--- config.mk ---
export PLATFORM = sky130hd
export DESIGN_NAME = basket_controller_flat
export DESIGN_NICKNAME = d
export VERILOG_FILES = /design/src/rtl/basket_pkg.sv /design/src/rtl/basket_if.sv /design/src/rtl/basket_slot_array.sv /design/src/rtl/basket_controller.sv /design/src/flat_wrapper.sv
export SDC_FILE = /design/constraint.sdc
export NUM_CORES = 1
export LEC_CHECK = 0
export BUFFER_PORTS_ARGS = -buffer_cell sky130_fd_sc_hd__clkbuf_2
export CELL_PAD_IN_SITES_DETAIL_PLACEMENT = 1
export CELL_PAD_IN_SITES_GLOBAL_PLACEMENT = 2
export CORE_ASPECT_RATIO = 0.75
export CORE_MARGIN = 1
export CORE_UTILIZATION = 40
export DETAILED_ROUTE_END_ITERATION = 8
export PLACE_DENSITY = 0.79
export SKIP_LAST_GASP = 1
export SLEW_MARGIN = 20
export SYNTH_ARGS = -nofsm -noshare
export SYNTH_HDL_FRONTEND = slang
export SYNTH_SLANG_ARGS = --single-unit
export TNS_END_PERCENT = 20
--- constraint.sdc ---
create_clock -name CLOCK_50 -period 5.1 [get_ports CLOCK_50]
set_clock_uncertainty 0.2 [all_clocks]
set_input_delay 1.02 -clock CLOCK_50 [delete_from_list [all_inputs] [get_ports CLOCK_50]]
set_output_delay 1.02 -clock CLOCK_50 [all_outputs]
set_load 0.02 [all_outputs]
--- src/rtl/basket_pkg.sv ---
// basket_pkg: shared widths, slot record, FSM state encoding and the
// saturating quantity adder applied when an add hits an existing slot.
package basket_pkg;

  localparam int ID_W          = 4;
  localparam int QTY_W         = 4;
  localparam int QTY_MAX       = 15;
  localparam int NUM_PRODUCTS  = 12;
  localparam int MAX_ITEMS_DEF = 8;

  typedef struct packed {
    logic [ID_W-1:0]  id;
    logic [QTY_W-1:0] qty;
  } slot_t;

  typedef enum logic [1:0] {
    B_IDLE   = 2'd0,
    B_SEARCH = 2'd1,
    B_WRITE  = 2'd2,
    B_SHIFT  = 2'd3
  } state_e;

  // One bit of headroom so the carry is visible before clamping.
  function automatic logic [QTY_W-1:0] sat_add(input logic [QTY_W-1:0] a,
                                               input logic [QTY_W-1:0] b);
    logic [QTY_W:0] sum;
    sum = {1'b0, a} + {1'b0, b};
    if (sum > (QTY_W+1)'(QTY_MAX))
      sat_add = (QTY_W)'(QTY_MAX);
    else
      sat_add = sum[QTY_W-1:0];
  endfunction

  function automatic logic id_valid(input logic [ID_W-1:0] id);
    id_valid = ({1'b0, id} < (ID_W+1)'(NUM_PRODUCTS));
  endfunction

endpackage

--- src/rtl/basket_if.sv ---
// basket_if: command, result-pulse and read-port signals between the
// terminal state machine (master) and the basket store (slave).
interface basket_if
  import basket_pkg::*;
#(
  parameter int MAX_ITEMS = MAX_ITEMS_DEF
);

  localparam int IDX_W = $clog2(MAX_ITEMS);
  localparam int CNT_W = IDX_W + 1;

  logic              Add_En;
  logic [ID_W-1:0]   ProductID_in;
  logic [QTY_W-1:0]  ProductQuantity_in;
  logic              Cancel_En;
  logic [IDX_W-1:0]  Cancel_Index;
  logic              Clear;
  logic [IDX_W-1:0]  Rd_Index;
  logic [ID_W-1:0]   Rd_ProductID;
  logic [QTY_W-1:0]  Rd_Quantity;
  logic              Rd_Valid;
  logic [CNT_W-1:0]  BasketProductNum;
  logic              Full;
  logic              Busy;
  logic              Add_Ack;
  logic              Add_Err;
  logic              Cancel_Ack;
  logic              Cancel_Err;

  modport master (
    output Add_En, ProductID_in, ProductQuantity_in, Cancel_En, Cancel_Index,
           Clear, Rd_Index,
    input  Rd_ProductID, Rd_Quantity, Rd_Valid, BasketProductNum, Full, Busy,
           Add_Ack, Add_Err, Cancel_Ack, Cancel_Err
  );

  modport slave (
    input  Add_En, ProductID_in, ProductQuantity_in, Cancel_En, Cancel_Index,
           Clear, Rd_Index,
    output Rd_ProductID, Rd_Quantity, Rd_Valid, BasketProductNum, Full, Busy,
           Add_Ack, Add_Err, Cancel_Ack, Cancel_Err
  );

endinterface

--- src/rtl/basket_slot_array.sv ---
// basket_slot_array: MAX_ITEMS x {id,qty} register file with a single
// write port, clear-all, and two combinational read ports (one for the
// display/total consumers, one for the controller's own search/shift).
module basket_slot_array
  import basket_pkg::*;
#(
  parameter int MAX_ITEMS = MAX_ITEMS_DEF,
  localparam int IDX_W = $clog2(MAX_ITEMS)
) (
  input  logic             clk,
  input  logic             rst,
  input  logic             clear,
  input  logic             we,
  input  logic [IDX_W-1:0] wr_index,
  input  slot_t            wr_data,
  input  logic [IDX_W-1:0] rd_index_a,
  output slot_t            rd_data_a,
  input  logic [IDX_W-1:0] rd_index_b,
  output slot_t            rd_data_b
);

  slot_t slots [MAX_ITEMS];

  // Storage: reset and clear zero every slot, otherwise one slot per edge.
  always_ff @(posedge clk) begin
    if (rst || clear) begin
      for (int k = 0; k < MAX_ITEMS; k++)
        slots[k] <= '0;
    end else if (we) begin
      slots[wr_index] <= wr_data;
    end
  end

  assign rd_data_a = slots[rd_index_a];
  assign rd_data_b = slots[rd_index_b];

endmodule

--- src/rtl/basket_controller.sv ---
// basket_controller: compacted product list with merge-on-add, saturating
// quantities and delete-with-shift, sequenced one slot per clock.
//
//   state     | meaning
//   ----------+------------------------------------------------------
//   S_IDLE    | waiting for Clear / Cancel_En / Add_En
//   S_SEARCH  | scanning slot idx for the latched product id
//   S_WRITE   | merge into hit slot, append on miss, or report full
//   S_SHIFT   | moving slot idx+1 down to idx; last edge zeroes tail
module basket_controller
  import basket_pkg::*;
#(
  parameter int MAX_ITEMS = MAX_ITEMS_DEF
) (
  input  logic     CLOCK_50,
  input  logic     RESET,
  basket_if.slave  bus
);

  localparam int IDX_W = $clog2(MAX_ITEMS);
  localparam int CNT_W = IDX_W + 1;

  localparam logic [1:0] S_IDLE   = B_IDLE;
  localparam logic [1:0] S_SEARCH = B_SEARCH;
  localparam logic [1:0] S_WRITE  = B_WRITE;
  localparam logic [1:0] S_SHIFT  = B_SHIFT;

  localparam logic [CNT_W-1:0] CNT_ONE = CNT_W'(1);
  localparam logic [IDX_W-1:0] IDX_ONE = IDX_W'(1);
  localparam logic [CNT_W-1:0] CNT_MAX = CNT_W'(MAX_ITEMS);

  logic [1:0]       state;
  logic [IDX_W-1:0] idx;
  logic [CNT_W-1:0] count;
  logic [ID_W-1:0]  lat_id;
  logic [QTY_W-1:0] lat_qty;
  logic             hit;
  logic             add_ack, add_err, cancel_ack, cancel_err;

  logic             arr_we;
  logic [IDX_W-1:0] arr_wr_index;
  slot_t            arr_wr_data;
  logic [IDX_W-1:0] rd_index_int;
  slot_t            int_slot;
  slot_t            rd_slot;

  logic             full;
  logic             search_hit;
  logic             search_last;
  logic             shift_more;

  assign full        = (count == CNT_MAX);
  assign search_hit  = ({1'b0, idx} < count) && (int_slot.id == lat_id);
  assign search_last = (({1'b0, idx} + CNT_ONE) >= count);
  assign shift_more  = ({1'b0, idx} < (count - CNT_ONE));

  basket_slot_array #(.MAX_ITEMS(MAX_ITEMS)) u_slots (
    .clk        (CLOCK_50),
    .rst        (RESET),
    .clear      (bus.Clear),
    .we         (arr_we),
    .wr_index   (arr_wr_index),
    .wr_data    (arr_wr_data),
    .rd_index_a (bus.Rd_Index),
    .rd_data_a  (rd_slot),
    .rd_index_b (rd_index_int),
    .rd_data_b  (int_slot)
  );

  // Slot write port and internal read address for the current state.
  always_comb begin
    arr_we       = 1'b0;
    arr_wr_index = idx;
    arr_wr_data  = '0;
    rd_index_int = idx;
    case (state)
      S_WRITE: begin
        if (hit) begin
          arr_we      = 1'b1;
          arr_wr_data = {lat_id, sat_add(int_slot.qty, lat_qty)};
        end else if (!full) begin
          arr_we       = 1'b1;
          arr_wr_index = count[IDX_W-1:0];
          arr_wr_data  = {lat_id, lat_qty};
        end
      end
      S_SHIFT: begin
        // On the final edge idx == count-1, so this zeroes the tail slot.
        rd_index_int = idx + IDX_ONE;
        arr_we       = 1'b1;
        arr_wr_data  = shift_more ? int_slot : slot_t'('0);
      end
      default: ;
    endcase
  end

  // Sequencer: command decode, scan/shift stepping, count and result pulses.
  always_ff @(posedge CLOCK_50) begin
    if (RESET) begin
      state      <= S_IDLE;
      idx        <= '0;
      count      <= '0;
      lat_id     <= '0;
      lat_qty    <= '0;
      hit        <= 1'b0;
      add_ack    <= 1'b0;
      add_err    <= 1'b0;
      cancel_ack <= 1'b0;
      cancel_err <= 1'b0;
    end else begin
      add_ack    <= 1'b0;
      add_err    <= 1'b0;
      cancel_ack <= 1'b0;
      cancel_err <= 1'b0;
      if (bus.Clear) begin
        state <= S_IDLE;
        idx   <= '0;
        count <= '0;
        hit   <= 1'b0;
      end else begin
        case (state)
          S_IDLE: begin
            if (bus.Cancel_En) begin
              if ({1'b0, bus.Cancel_Index} >= count) begin
                cancel_err <= 1'b1;
              end else begin
                idx   <= bus.Cancel_Index;
                state <= S_SHIFT;
              end
            end else if (bus.Add_En) begin
              if (!id_valid(bus.ProductID_in) || (bus.ProductQuantity_in == '0)) begin
                add_err <= 1'b1;
              end else begin
                lat_id  <= bus.ProductID_in;
                lat_qty <= bus.ProductQuantity_in;
                idx     <= '0;
                hit     <= 1'b0;
                state   <= S_SEARCH;
              end
            end
          end
          S_SEARCH: begin
            if (search_hit) begin
              hit   <= 1'b1;
              state <= S_WRITE;
            end else if (search_last) begin
              hit   <= 1'b0;
              state <= S_WRITE;
            end else begin
              idx <= idx + IDX_ONE;
            end
          end
          S_WRITE: begin
            if (hit) begin
              add_ack <= 1'b1;
            end else if (!full) begin
              count   <= count + CNT_ONE;
              add_ack <= 1'b1;
            end else begin
              add_err <= 1'b1;
            end
            state <= S_IDLE;
          end
          S_SHIFT: begin
            if (shift_more) begin
              idx <= idx + IDX_ONE;
            end else begin
              count      <= count - CNT_ONE;
              cancel_ack <= 1'b1;
              state      <= S_IDLE;
            end
          end
          default: state <= S_IDLE;
        endcase
      end
    end
  end

  assign bus.Rd_ProductID     = rd_slot.id;
  assign bus.Rd_Quantity      = rd_slot.qty;
  assign bus.Rd_Valid         = ({1'b0, bus.Rd_Index} < count);
  assign bus.BasketProductNum = count;
  assign bus.Full             = full;
  assign bus.Busy             = (state != S_IDLE);
  assign bus.Add_Ack          = add_ack;
  assign bus.Add_Err          = add_err;
  assign bus.Cancel_Ack       = cancel_ack;
  assign bus.Cancel_Err       = cancel_err;

endmodule

--- src/flat_wrapper.sv ---
// flat-port wrapper written by rule: the top's interface ports become plain ports
module basket_controller_flat import basket_pkg::*;
#(
  parameter int MAX_ITEMS = MAX_ITEMS_DEF
)
  (CLOCK_50, RESET, bus_Add_En, bus_ProductID_in, bus_ProductQuantity_in, bus_Cancel_En, bus_Cancel_Index, bus_Clear, bus_Rd_Index, bus_Rd_ProductID, bus_Rd_Quantity, bus_Rd_Valid, bus_BasketProductNum, bus_Full, bus_Busy, bus_Add_Ack, bus_Add_Err, bus_Cancel_Ack, bus_Cancel_Err);
  basket_if #(.MAX_ITEMS(MAX_ITEMS)) bus_i ();
  input  logic CLOCK_50;
  input  logic RESET;
  input wire logic [$bits(bus_i.Add_En)-1:0] bus_Add_En;
  input wire logic [$bits(bus_i.ProductID_in)-1:0] bus_ProductID_in;
  input wire logic [$bits(bus_i.ProductQuantity_in)-1:0] bus_ProductQuantity_in;
  input wire logic [$bits(bus_i.Cancel_En)-1:0] bus_Cancel_En;
  input wire logic [$bits(bus_i.Cancel_Index)-1:0] bus_Cancel_Index;
  input wire logic [$bits(bus_i.Clear)-1:0] bus_Clear;
  input wire logic [$bits(bus_i.Rd_Index)-1:0] bus_Rd_Index;
  output wire logic [$bits(bus_i.Rd_ProductID)-1:0] bus_Rd_ProductID;
  output wire logic [$bits(bus_i.Rd_Quantity)-1:0] bus_Rd_Quantity;
  output wire logic [$bits(bus_i.Rd_Valid)-1:0] bus_Rd_Valid;
  output wire logic [$bits(bus_i.BasketProductNum)-1:0] bus_BasketProductNum;
  output wire logic [$bits(bus_i.Full)-1:0] bus_Full;
  output wire logic [$bits(bus_i.Busy)-1:0] bus_Busy;
  output wire logic [$bits(bus_i.Add_Ack)-1:0] bus_Add_Ack;
  output wire logic [$bits(bus_i.Add_Err)-1:0] bus_Add_Err;
  output wire logic [$bits(bus_i.Cancel_Ack)-1:0] bus_Cancel_Ack;
  output wire logic [$bits(bus_i.Cancel_Err)-1:0] bus_Cancel_Err;
  assign bus_i.Add_En = bus_Add_En;
  assign bus_i.ProductID_in = bus_ProductID_in;
  assign bus_i.ProductQuantity_in = bus_ProductQuantity_in;
  assign bus_i.Cancel_En = bus_Cancel_En;
  assign bus_i.Cancel_Index = bus_Cancel_Index;
  assign bus_i.Clear = bus_Clear;
  assign bus_i.Rd_Index = bus_Rd_Index;
  assign bus_Rd_ProductID = bus_i.Rd_ProductID;
  assign bus_Rd_Quantity = bus_i.Rd_Quantity;
  assign bus_Rd_Valid = bus_i.Rd_Valid;
  assign bus_BasketProductNum = bus_i.BasketProductNum;
  assign bus_Full = bus_i.Full;
  assign bus_Busy = bus_i.Busy;
  assign bus_Add_Ack = bus_i.Add_Ack;
  assign bus_Add_Err = bus_i.Add_Err;
  assign bus_Cancel_Ack = bus_i.Cancel_Ack;
  assign bus_Cancel_Err = bus_i.Cancel_Err;
  basket_controller #(.MAX_ITEMS(MAX_ITEMS)) u_core (.CLOCK_50(CLOCK_50), .RESET(RESET), .bus(bus_i));
endmodule
==> flow_summary.json, run 1 <==
{
  "final_layout_size_suffix_gt1_share_pct": 21.2,
  "cap_violations": 0,
  "final_util_pct": 45.9,
  "synth_top_area_share_pct": 34.9,
  "routed-via-count": 4234,
  "drv_slew": 0,
  "ys_warn_count": 0,
  "cts.htree.levels": 3,
  "postRouteAntennaNets": 0,
  "firstDrtPassIters": 4,
  "dpl_cell_area_mm2": 0.00577,
  "synth_edf_count": 64,
  "die_h_um": 104,
  "async_reset_ff_share_pct": 0,
  "worstPathCellList": "ha_1, nand3b_4, and2_1, mux4_2, mux2i_1, inv_1, ha_1, a21o_1, a21oi_1, xor2_1, a311oi_1, a21oi_1, nand2b_1, nor2_1",
  "reg2reg_to": "u_core.u_slots.slots[6][3]",
  "clockBufferDepth": 2,
  "crit_type": "flip-flop to flip-flop",
  "synth-seq-area-share_pct": 42.9,
  "cts_tree": "built",
  "cts_buffers": 9,
  "ys_seq_elements": 86,
  "overflow": 0,
  "dieArea_mm2": 0.0142,
  "root_buffer": "clkbuf_16",
  "cp.buffers_inverters": 1,
  "worst_slack_ns": 0.779,
  "finalCriticalPeriod_ns": 4.32,
  "reg2reg_slack_ns": 0.78,
  "core_mm2": 0.0132,
  "worst-r2r-cell-count": 14,
  "power.density_mw_per_mm2": 277,
  "nFillCells": 1451,
  "required_ns": 4.98,
  "crit_start": "u_core.idx[1]",
  "ios": 38,
  "clk_latency_ns": 0.35,
  "die_w_um": 137,
  "clock_sinks": 86,
  "hold_class": "flip-flop to flip-flop",
  "ctsHoldBuffers": 0,
  "gp_congestion": 0.840,
  "synthesis.instances": 515,
  "synth-main-ff-cell": "edfxtp_1",
  "power_leakage_nw": 2.33,
  "grt_usage_pct": 25.3,
  "finalSetupViolCount": 0,
  "tightest_slew_ns": 0.844,
  "synth_nets": 557,
  "fin_setup_tns_ns": 0,
  "fin_area_mm2": 0.00606,
  "final_cells": 717,
  "crit_end": "u_core.u_slots.slots[6][3]",
  "areaGrowthSynthToFinish_pct": 10.2,
  "final.period_utilization_pct": 84.7,
  "cpMaxStageDelayCell": "and2_1",
  "buffer_ports.inserted": 37,
  "end_kind": "flip-flop",
  "maxSlewHeadroom_pct": 43.7,
  "worst-path-max-fanout": 12,
  "regArea_mm2": 0.00236,
  "finalPower_mw": 1.68,
  "crit_path_max_incr_delay_ns": 0.49,
  "rows": 36,
  "synth_top_cell_by_area": "edfxtp_1",
  "status": "finished clean",
  "rsz0062_at_grt": "no",
  "start_util_pct": 41.7,
  "wire_per_inst_um": 23.5,
  "vdd_drop_max_mv": 0.203,
  "finalHoldViolCount": 0,
  "grt_pass1_vias": 4314,
  "drc": 0,
  "clock.fmax_mhz": 231,
  "pre_cts_ws_ns": 0.796,
  "r2r_start": "u_core.idx[1]",
  "via_per_inst": 5.91,
  "diodes": 0,
  "antenna_found_initial": 0,
  "hold_slack_ns": 0.365,
  "synth_area_mm2": 0.00550,
  "synth_area_leaders": "edfxtp_1 (35%), mux4_2 (9.8%), dfxtp_1 (8.0%), nor2_1 (5.6%), ha_1 (5.0%)",
  "ys_types": 66,
  "wl_um": 16800,
  "path_clk_slew_ns": 0.06,
  "ctsResizeCount": 0,
  "cp_top_family": "simple AND/OR/NAND/NOR gates",
  "post-dp-hpwl_um": 12500,
  "cp-start-kind": "flip-flop",
  "dp_cells": 702,
  "drt_iter0_markers": 372,
  "syn_area_per_cell_um2": 10.7,
  "fin_nets": 584,
  "postCtsSetupRepairBufs": 0,
  "arrival_ns": 4.20,
  "grt_max_degree": 27,
  "path_depth": 14,
  "multi_input_area_mm2": 0.00284,
  "grt_pass1_wl_um": 25900
}
-- sequential cells by signal, indices dropped and copies added (netlist names) --
signal	count
u_core.lat_qty	4
u_core.bus.Cancel_Ack	1
u_core.idx	3
u_core.bus.BasketProductNum	4
u_core.bus.Cancel_Err	1
u_core.hit	1
u_core.state	2
u_core.bus.Add_Err	1
u_core.lat_id	4
u_core.bus.Add_Ack	1
u_core.u_slots.slots	64
-- cell type report --
type | count | area share (%)
Tap cell | 171 | 3.53
Clock inverter | 6 | 1.01
Clock buffer | 9 | 3.72
Sequential cell | 86 | 39.0
Timing Repair Buffer | 46 | 4.17
Inverter | 28 | 1.73
Multi-Input combinational cell | 371 | 46.9
-- cells in the mapped netlist, types with 3 or more instances --
cell type,n
nand2_1,30
o21ai_0,18
a31oi_1,7
and3_1,9
a21o_1,9
edfxtp_1,64
nand2b_1,8
xnor2_1,6
o211ai_1,9
mux2_2,11
o31ai_1,4
clkbuf_1,8
nor2_1,82
a211oi_1,7
a22oi_1,4
o21ai_1,3
mux4_2,24
ha_1,22
and2_1,3
nand3_1,7
xor2_1,6
buf_2,10
o221ai_1,7
a221oi_1,4
o22ai_1,3
inv_1,26
nor3_1,10
mux2i_1,10
or3_1,3
nor2b_1,7
a21oi_1,25
dfxtp_1,22
buf_6,8
-- layer usage --
layer	vias to the layer above	share of wire, %	GRT usage (%)
met2	79	47	37.3
met1	2177	48	37.7
li1	1968	-	-
met4	0	0.90	6.59
met5	-	0	0
met3	10	4.2	4.70
-- worst min-delay path by stage --
stage,start,end,cells after the start
after global routing,u_core.lat_id[2],u_core.lat_id[2],2
final,u_core.lat_qty[0],u_core.lat_qty[0],2
after CTS,u_core.lat_qty[0],u_core.lat_qty[0],2
after detailed placement,u_core.lat_qty[0],u_core.lat_qty[0],2
after floorplan,u_core.lat_qty[0],u_core.lat_qty[0],2
after global placement,u_core.lat_qty[0],u_core.lat_qty[0],2
-- cells by family after synthesis --
| kind of cell | Yosys count | synth area share (%) |
|---|---|---|
| compound gates | 120 | 15.6 |
| xor+xnor | 14 | 2.50 |
| fa+ha+maj | 23 | 5.37 |
| buf+inv | 58 | 5.41 |
| flops | 86 | 42.9 |
| mux | 45 | 13.9 |
| simple gates | 169 | 14.3 |
-- tightest hold or removal path, cell delays in order (launching register included) --
cell     delay, ns
dfxtp_1       0.33
mux2i_1       0.14
nor2_1        0.05
-- cell usage in the layout (no fill, tap or decap), types with 8 or more instances in the layout --
cell,instances
dfxtp_1,22
a21oi_1,25
clkbuf_2,37
o21ai_0,18
nor2_1,82
edfxtp_1,64
nand2b_1,8
o211ai_1,9
nor3_1,10
buf_4,9
mux2_2,11
clkbuf_16,9
ha_1,22
mux4_2,24
and3_1,9
nand2_1,30
mux2i_1,10
inv_1,26
a21o_1,9
-- where the power goes --
| group | total (mW) | switching (mW) | internal (mW) |
|---|---|---|---|
| logic | 0.228 | 0.137 | 0.0912 |
| clock network | 0.649 | 0.273 | 0.376 |
| registers | 0.801 | 0.0253 | 0.775 |
Note: power is estimated with default switching activity, not from simulation.
==> run 2, diff against run 1 <==
--- a/config.mk
+++ b/config.mk
@@ -10,9 +10,9 @@
 export CELL_PAD_IN_SITES_GLOBAL_PLACEMENT = 2
 export CORE_ASPECT_RATIO = 0.75
 export CORE_MARGIN = 1
-export CORE_UTILIZATION = 40
+export CORE_UTILIZATION = 37
 export DETAILED_ROUTE_END_ITERATION = 8
-export PLACE_DENSITY = 0.79
+export PLACE_DENSITY = 0.77
 export SKIP_LAST_GASP = 1
 export SLEW_MARGIN = 20
 export SYNTH_ARGS = -nofsm -noshare
==> constraint.sdc (replaced) <==
create_clock -name CLOCK_50 -period 3.7 [get_ports CLOCK_50]
set_clock_uncertainty 0.2 [all_clocks]
set_input_delay 0.74 -clock CLOCK_50 [delete_from_list [all_inputs] [get_ports CLOCK_50]]
set_output_delay 0.74 -clock CLOCK_50 [all_outputs]
set_load 0.02 [all_outputs]
==> run 2 against run 1 <==
  * Combinational power increased by 57%
  * Clock power increased by 35%
  * Largest cell class unchanged
  * Hold slack lost 0.017 ns
  * Via count is 7.2% higher
  * Final cell count up 12%
  * Routed wire length rose by 8.5%
  * Critical path depth fell by 2
  * Core utilization down 0.80 points
  * Sequential power is 37% higher
  * Sequential share of layout area is 2.8 points lower
  * Largest power group unchanged
  * Global-route usage fell by 0.16 points
  * Power is 39% higher
==> flow_summary.json, run 2 (synthesized netlist as in run 1, its figures left out) <==
{
  "ios": 38,
  "final.period_utilization_pct": 97.5,
  "rows": 38,
  "postCtsSetupRepairBufs": 0,
  "final_layout_size_suffix_gt1_share_pct": 30.0,
  "arrival_ns": 3.51,
  "finalPower_mw": 2.33,
  "power.density_mw_per_mm2": 357,
  "cts_buffers": 9,
  "dieArea_mm2": 0.0154,
  "largest_reg_flops": 64,
  "wire_per_inst_um": 22.8,
  "worstPathCellList": "ha_1, nand3b_4, and2_4, buf_4, mux4_2, mux2_2, ha_1, a21o_1, a21oi_2, a311oi_1, a21o_1, and3_1",
  "cp.buffers_inverters": 1,
  "cpMaxStageDelayCell": "dfxtp_2",
  "diodes": 0,
  "fin_setup_tns_ns": 0,
  "layout_commonest_cell": "nor2_1",
  "drc": 0,
  "final_util_pct": 45.1,
  "routed-via-count": 4537,
  "grt_usage_pct": 25.1,
  "rsz0062_at_grt": "yes",
  "grt_pass1_vias": 4572,
  "cts.htree.levels": 3,
  "overflow": 0,
  "via_per_inst": 5.67,
  "core_mm2": 0.0145,
  "cp-start-kind": "flip-flop",
  "final_cell_mix": "nor2_1 (82), edfxtp_1 (64), buf_4 (60)",
  "clockBufferDepth": 2,
  "firstDrtPassIters": 4,
  "gp_congestion": 0.853,
  "clock_sinks": 86,
  "wl_um": 18300,
  "power_leakage_nw": 2.60,
  "die_w_um": 143,
  "areaGrowthSynthToFinish_pct": 19.0,
  "dp_cells": 784,
  "ctsHoldBuffers": 0,
  "r2r_start": "u_core.idx[0]",
  "die_h_um": 108,
  "grt_pass1_wl_um": 27900,
  "end_kind": "flip-flop",
  "hp-start": "u_core.lat_qty[3]",
  "tightest_slew_ns": 0.805,
  "drt_iter0_markers": 351,
  "start_util_pct": 37.9,
  "maxSlewHeadroom_pct": 46.3,
  "worst-path-max-fanout": 8,
  "buffer_ports.inserted": 37,
  "antenna_found_initial": 0,
  "hold_class": "flip-flop to flip-flop",
  "root_buffer": "clkbuf_16",
  "crit_type": "flip-flop to flip-flop",
  "grt_max_degree": 21,
  "top_register": "u_core.u_slots.slots",
  "cts_tree": "built",
  "drv_slew": 0,
  "finalSetupViolCount": 0,
  "clock.fmax_mhz": 277,
  "finalHoldViolCount": 0,
  "clk_latency_ns": 0.35,
  "cap_violations": 0,
  "post-dp-hpwl_um": 14200,
  "final_cells": 800,
  "crit_path_max_incr_delay_ns": 0.34,
  "fin_nets": 637,
  "cp_top_family": "compound AO/OA/AOI/OAI gates",
  "required_ns": 3.60,
  "crit_start": "u_core.idx[0]",
  "vdd_drop_max_mv": 0.236,
  "path_clk_slew_ns": 0.07,
  "postRouteAntennaNets": 0,
  "finalCriticalPeriod_ns": 3.61,
  "status": "finished clean"
}
==> run 2: changes by cell type in the layout (fill, tap and decap cells not counted), sizes merged <==
cell	change
bufinv	-1
buf	+53
clkbuf	+1
inv	+3
clkinvlp	+1
clkinv	-3
==> run 2: per-layer routing <==
layer | GRT usage, % | wire (um) | share of wire, %
met2 | 38.7 | 8240 | 45
met4 | 5.15 | 151 | 0.83
met5 | 0 | 0 | 0
met3 | 3.78 | 985 | 5.4
met1 | 37.1 | 8890 | 49
==> run 2: tightest hold or removal path: cells and delay by family (launching register included) <==
kind / cells / cell delay [ns]
flops: 1 / 0.36
mux: 1 / 0.08
simple gates: 1 / 0.08
==> run 2: final timing paths <==
kind | endpoint | slack [ns] | cells past startpoint
worst max register to register | u_core.u_slots.slots[2][0] | 0.09 | 12
worst max-delay path | u_core.u_slots.slots[2][0] | 0.09 | 12
worst min register to register | u_core.lat_qty[3] | 0.35 | 2
worst min-delay path | u_core.lat_qty[3] | 0.35 | 2
==> run 2: timing repair <==
| item | in CTS | in global routing |
|---|---|---|
| resized for setup | 6 | 6 |
| hold endpoints to repair | 0 | 0 |
| setup endpoints to repair | 32 | 32 |
| pin swaps | 0 | 2 |
==> run 2: cell type report <==
type | instances | area, um2
repair buffers | 99 | 676
clock inverters | 6 | 50.0
well taps | 200 | 250
flip-flops and latches | 86 | 2370
clock buffers | 10 | 229
multi-input cells | 371 | 2870
fillers | 1631 | 7960
inverters | 28 | 105
==> run 2: where the power goes <==
group | total (mW) | internal [mW] | switching, mW
sequential | 1.10 | 1.07 | 0.0335
combinational | 0.357 | 0.154 | 0.204
clock | 0.874 | 0.466 | 0.408
total | 2.33 | 1.69 | 0.645
==> run 2: stage by stage <==
stage | setup slack (ns) | hold slack [ns] | cell area (um2)
finish | 0.0936 | 0.348 | 6540
global route | -0.0287 | 0.414 | 6540
CTS | 0.0216 | 0.358 | 6530
detailed placement | -0.153 | 0.340 | 6230
global placement | 0.0109 | 0.334 | 6230
floorplan | 0.0674 | 0.293 | 5500
==> run 3, diff against run 2 <==
--- a/config.mk
+++ b/config.mk
@@ -5,7 +5,7 @@
 export SDC_FILE = /design/constraint.sdc
 export NUM_CORES = 1
 export LEC_CHECK = 0
-export BUFFER_PORTS_ARGS = -buffer_cell sky130_fd_sc_hd__clkbuf_2
+export BUFFER_PORTS_ARGS = -buffer_cell sky130_fd_sc_hd__buf_2
 export CELL_PAD_IN_SITES_DETAIL_PLACEMENT = 1
 export CELL_PAD_IN_SITES_GLOBAL_PLACEMENT = 2
 export CORE_ASPECT_RATIO = 0.75
==> run 3 against run 2 <==
  * Largest power group unchanged
  * Sequential cell count unchanged
  * Critical path type unchanged
  * Global-route usage up 0.74 points
  * Power up 3.2%
  * Via count down 0.62%
  * Worst setup slack better by 0.079 ns
  * Largest cell class unchanged
==> flow_summary.json, run 3 (synthesized netlist as in run 1, its figures left out) <==
{
  "ctsHoldBuffers": 0,
  "cts_buffers": 9,
  "final_layout_size_suffix_gt1_share_pct": 30.0,
  "post-dp-hpwl_um": 14300,
  "grt_pass1_wl_um": 28600,
  "arrival_ns": 3.43,
  "finalSetupViolCount": 0,
  "grt_max_degree": 21,
  "swShare_pct": 27.1,
  "pwr-share-comb_pct": 15.0,
  "cap_violations": 0,
  "status": "finished clean",
  "tightest_slew_ns": 0.775,
  "cts.htree.levels": 3,
  "worst-path-max-fanout": 8,
  "cts_tree": "built",
  "seq_power_share_pct": 45.8,
  "switching_power_uw": 654,
  "die_h_um": 108,
  "power_leakage_nw": 2.62,
  "rsz0062_at_grt": "no",
  "wl_um": 18500,
  "clockBufferDepth": 2,
  "rows": 38,
  "postRouteAntennaNets": 0,
  "clk_latency_ns": 0.35,
  "final_util_pct": 45.4,
  "top_register": "u_core.u_slots.slots",
  "clock.fmax_mhz": 284,
  "grt_usage_pct": 25.8,
  "layout_commonest_cell": "nor2_1",
  "final_cell_mix": "nor2_1 (82), edfxtp_1 (64), buf_4 (60)",
  "finalHoldViolCount": 0,
  "crit_path_max_incr_delay_ns": 0.51,
  "dieArea_mm2": 0.0154,
  "intPower_mw": 1.76,
  "firstDrtPassIters": 4,
  "areaGrowthSynthToFinish_pct": 19.6,
  "final_cells": 800,
  "routed-via-count": 4509,
  "end_kind": "flip-flop",
  "via_per_inst": 5.64,
  "dp_cells": 784,
  "core_mm2": 0.0145,
  "path_clk_slew_ns": 0.07,
  "gp_congestion": 0.851,
  "clock_sinks": 86,
  "drt_iter0_markers": 222,
  "diodes": 0,
  "die_w_um": 143,
  "overflow": 0,
  "cpMaxStageDelayCell": "mux4_2",
  "final.period_utilization_pct": 95.3,
  "fin_setup_tns_ns": 0,
  "worstPathCellList": "a21bo_4, nand2_4, mux4_2, mux2_2, ha_1, inv_1, fa_1, inv_1, a21o_1, a21oi_4, a311oi_1, a21o_1, and3_1",
  "hold_class": "flip-flop to flip-flop",
  "cp_top_family": "compound AO/OA/AOI/OAI gates",
  "crit_type": "flip-flop to flip-flop",
  "fin_nets": 637,
  "cp-start-kind": "flip-flop",
  "start_util_pct": 37.9,
  "wire_per_inst_um": 23.1,
  "drc": 0,
  "maxSlewHeadroom_pct": 48.4,
  "cp.buffers_inverters": 2,
  "finalCriticalPeriod_ns": 3.53,
  "buffer_ports.inserted": 37,
  "power_frac_clock_pct": 39.3,
  "largest_reg_flops": 64,
  "required_ns": 3.60,
  "ios": 38,
  "root_buffer": "clkbuf_16",
  "power.density_mw_per_mm2": 366,
  "grt_pass1_vias": 4775,
  "vdd_drop_max_mv": 0.243,
  "drv_slew": 0,
  "antenna_found_initial": 0
}
## run 3: metrics by stage
stage / hold slack [ns] / area [um2] / worst slack, ns / power, mW
2_1_floorplan: 0.293 / 5500 / 0.0674 / 1.34
3_3_place_gp: 0.334 / 6230 / 0.0199 / 1.46
3_5_place_dp: 0.354 / 6230 / -0.203 / 1.48
4_1_cts: 0.369 / 6550 / 0.00608 / 2.42
5_1_grt: 0.411 / 6580 / 0.0113 / 2.49
6_report: 0.370 / 6580 / 0.173 / 2.41
## run 3: layer usage
| metal | global-route usage, % | vias up | part of all wire [%] |
|---|---|---|---|
| met5 | 0 | - | 0 |
| met4 | 6.30 | 0 | 1.1 |
| met3 | 4.98 | 18 | 5.0 |
| met2 | 40.5 | 100 | 47 |
| met1 | 36.6 | 2313 | 47 |
| li1 | - | 2078 | - |
## run 3: worst paths after layout
path	start	slack [ns]	depth (start not counted)	end
worst max-delay path	u_core.idx[0]	0.17	13	u_core.u_slots.slots[6][0]
worst min-delay path	u_core.lat_qty[3]	0.37	2	u_core.lat_qty[3]
worst max register to register	u_core.idx[0]	0.17	13	u_core.u_slots.slots[6][0]
worst min register to register	u_core.lat_qty[3]	0.37	2	u_core.lat_qty[3]
## run 3: power by group through the flow
stage | combinational [mW] | clock [mW] | sequential [mW]
global route | 0.387 | 0.995 | 1.11
detailed placement | 0.355 | 0 | 1.12
global placement | 0.343 | 0 | 1.12
CTS | 0.358 | 0.960 | 1.10
finish | 0.361 | 0.946 | 1.10
floorplan | 0.232 | 0 | 1.10
## run 3: worst register-to-register path: cells and delay by family (launching register included)
family / cells / cell delay [ns]
AND/OR/NAND/NOR: 2 / 0.33
adder cells (fa/ha/maj): 2 / 0.39
multiplexers: 2 / 0.81
AO/OA/AOI/OAI: 5 / 1.03
flip-flops: 1 / 0.40
buffers and inverters: 2 / 0.12
## run 3: cell type report
| cell class | instances | area (um2) |
|---|---|---|
| clock buffer | 9 | 225 |
| clock inverter | 7 | 76.3 |
| fill | 1635 | 7920 |
| inverter | 28 | 105 |
| multi-input combinational | 371 | 2880 |
| sequential | 86 | 2370 |
| tap | 200 | 250 |
| timing repair buffer | 99 | 676 |
## run 3: timing repair
action | in CTS | in global routing
setup endpoints to repair | 32 | 32
buffers inserted | 0 | 0
pin swaps | 0 | 2
gates resized for setup | 5 | 8
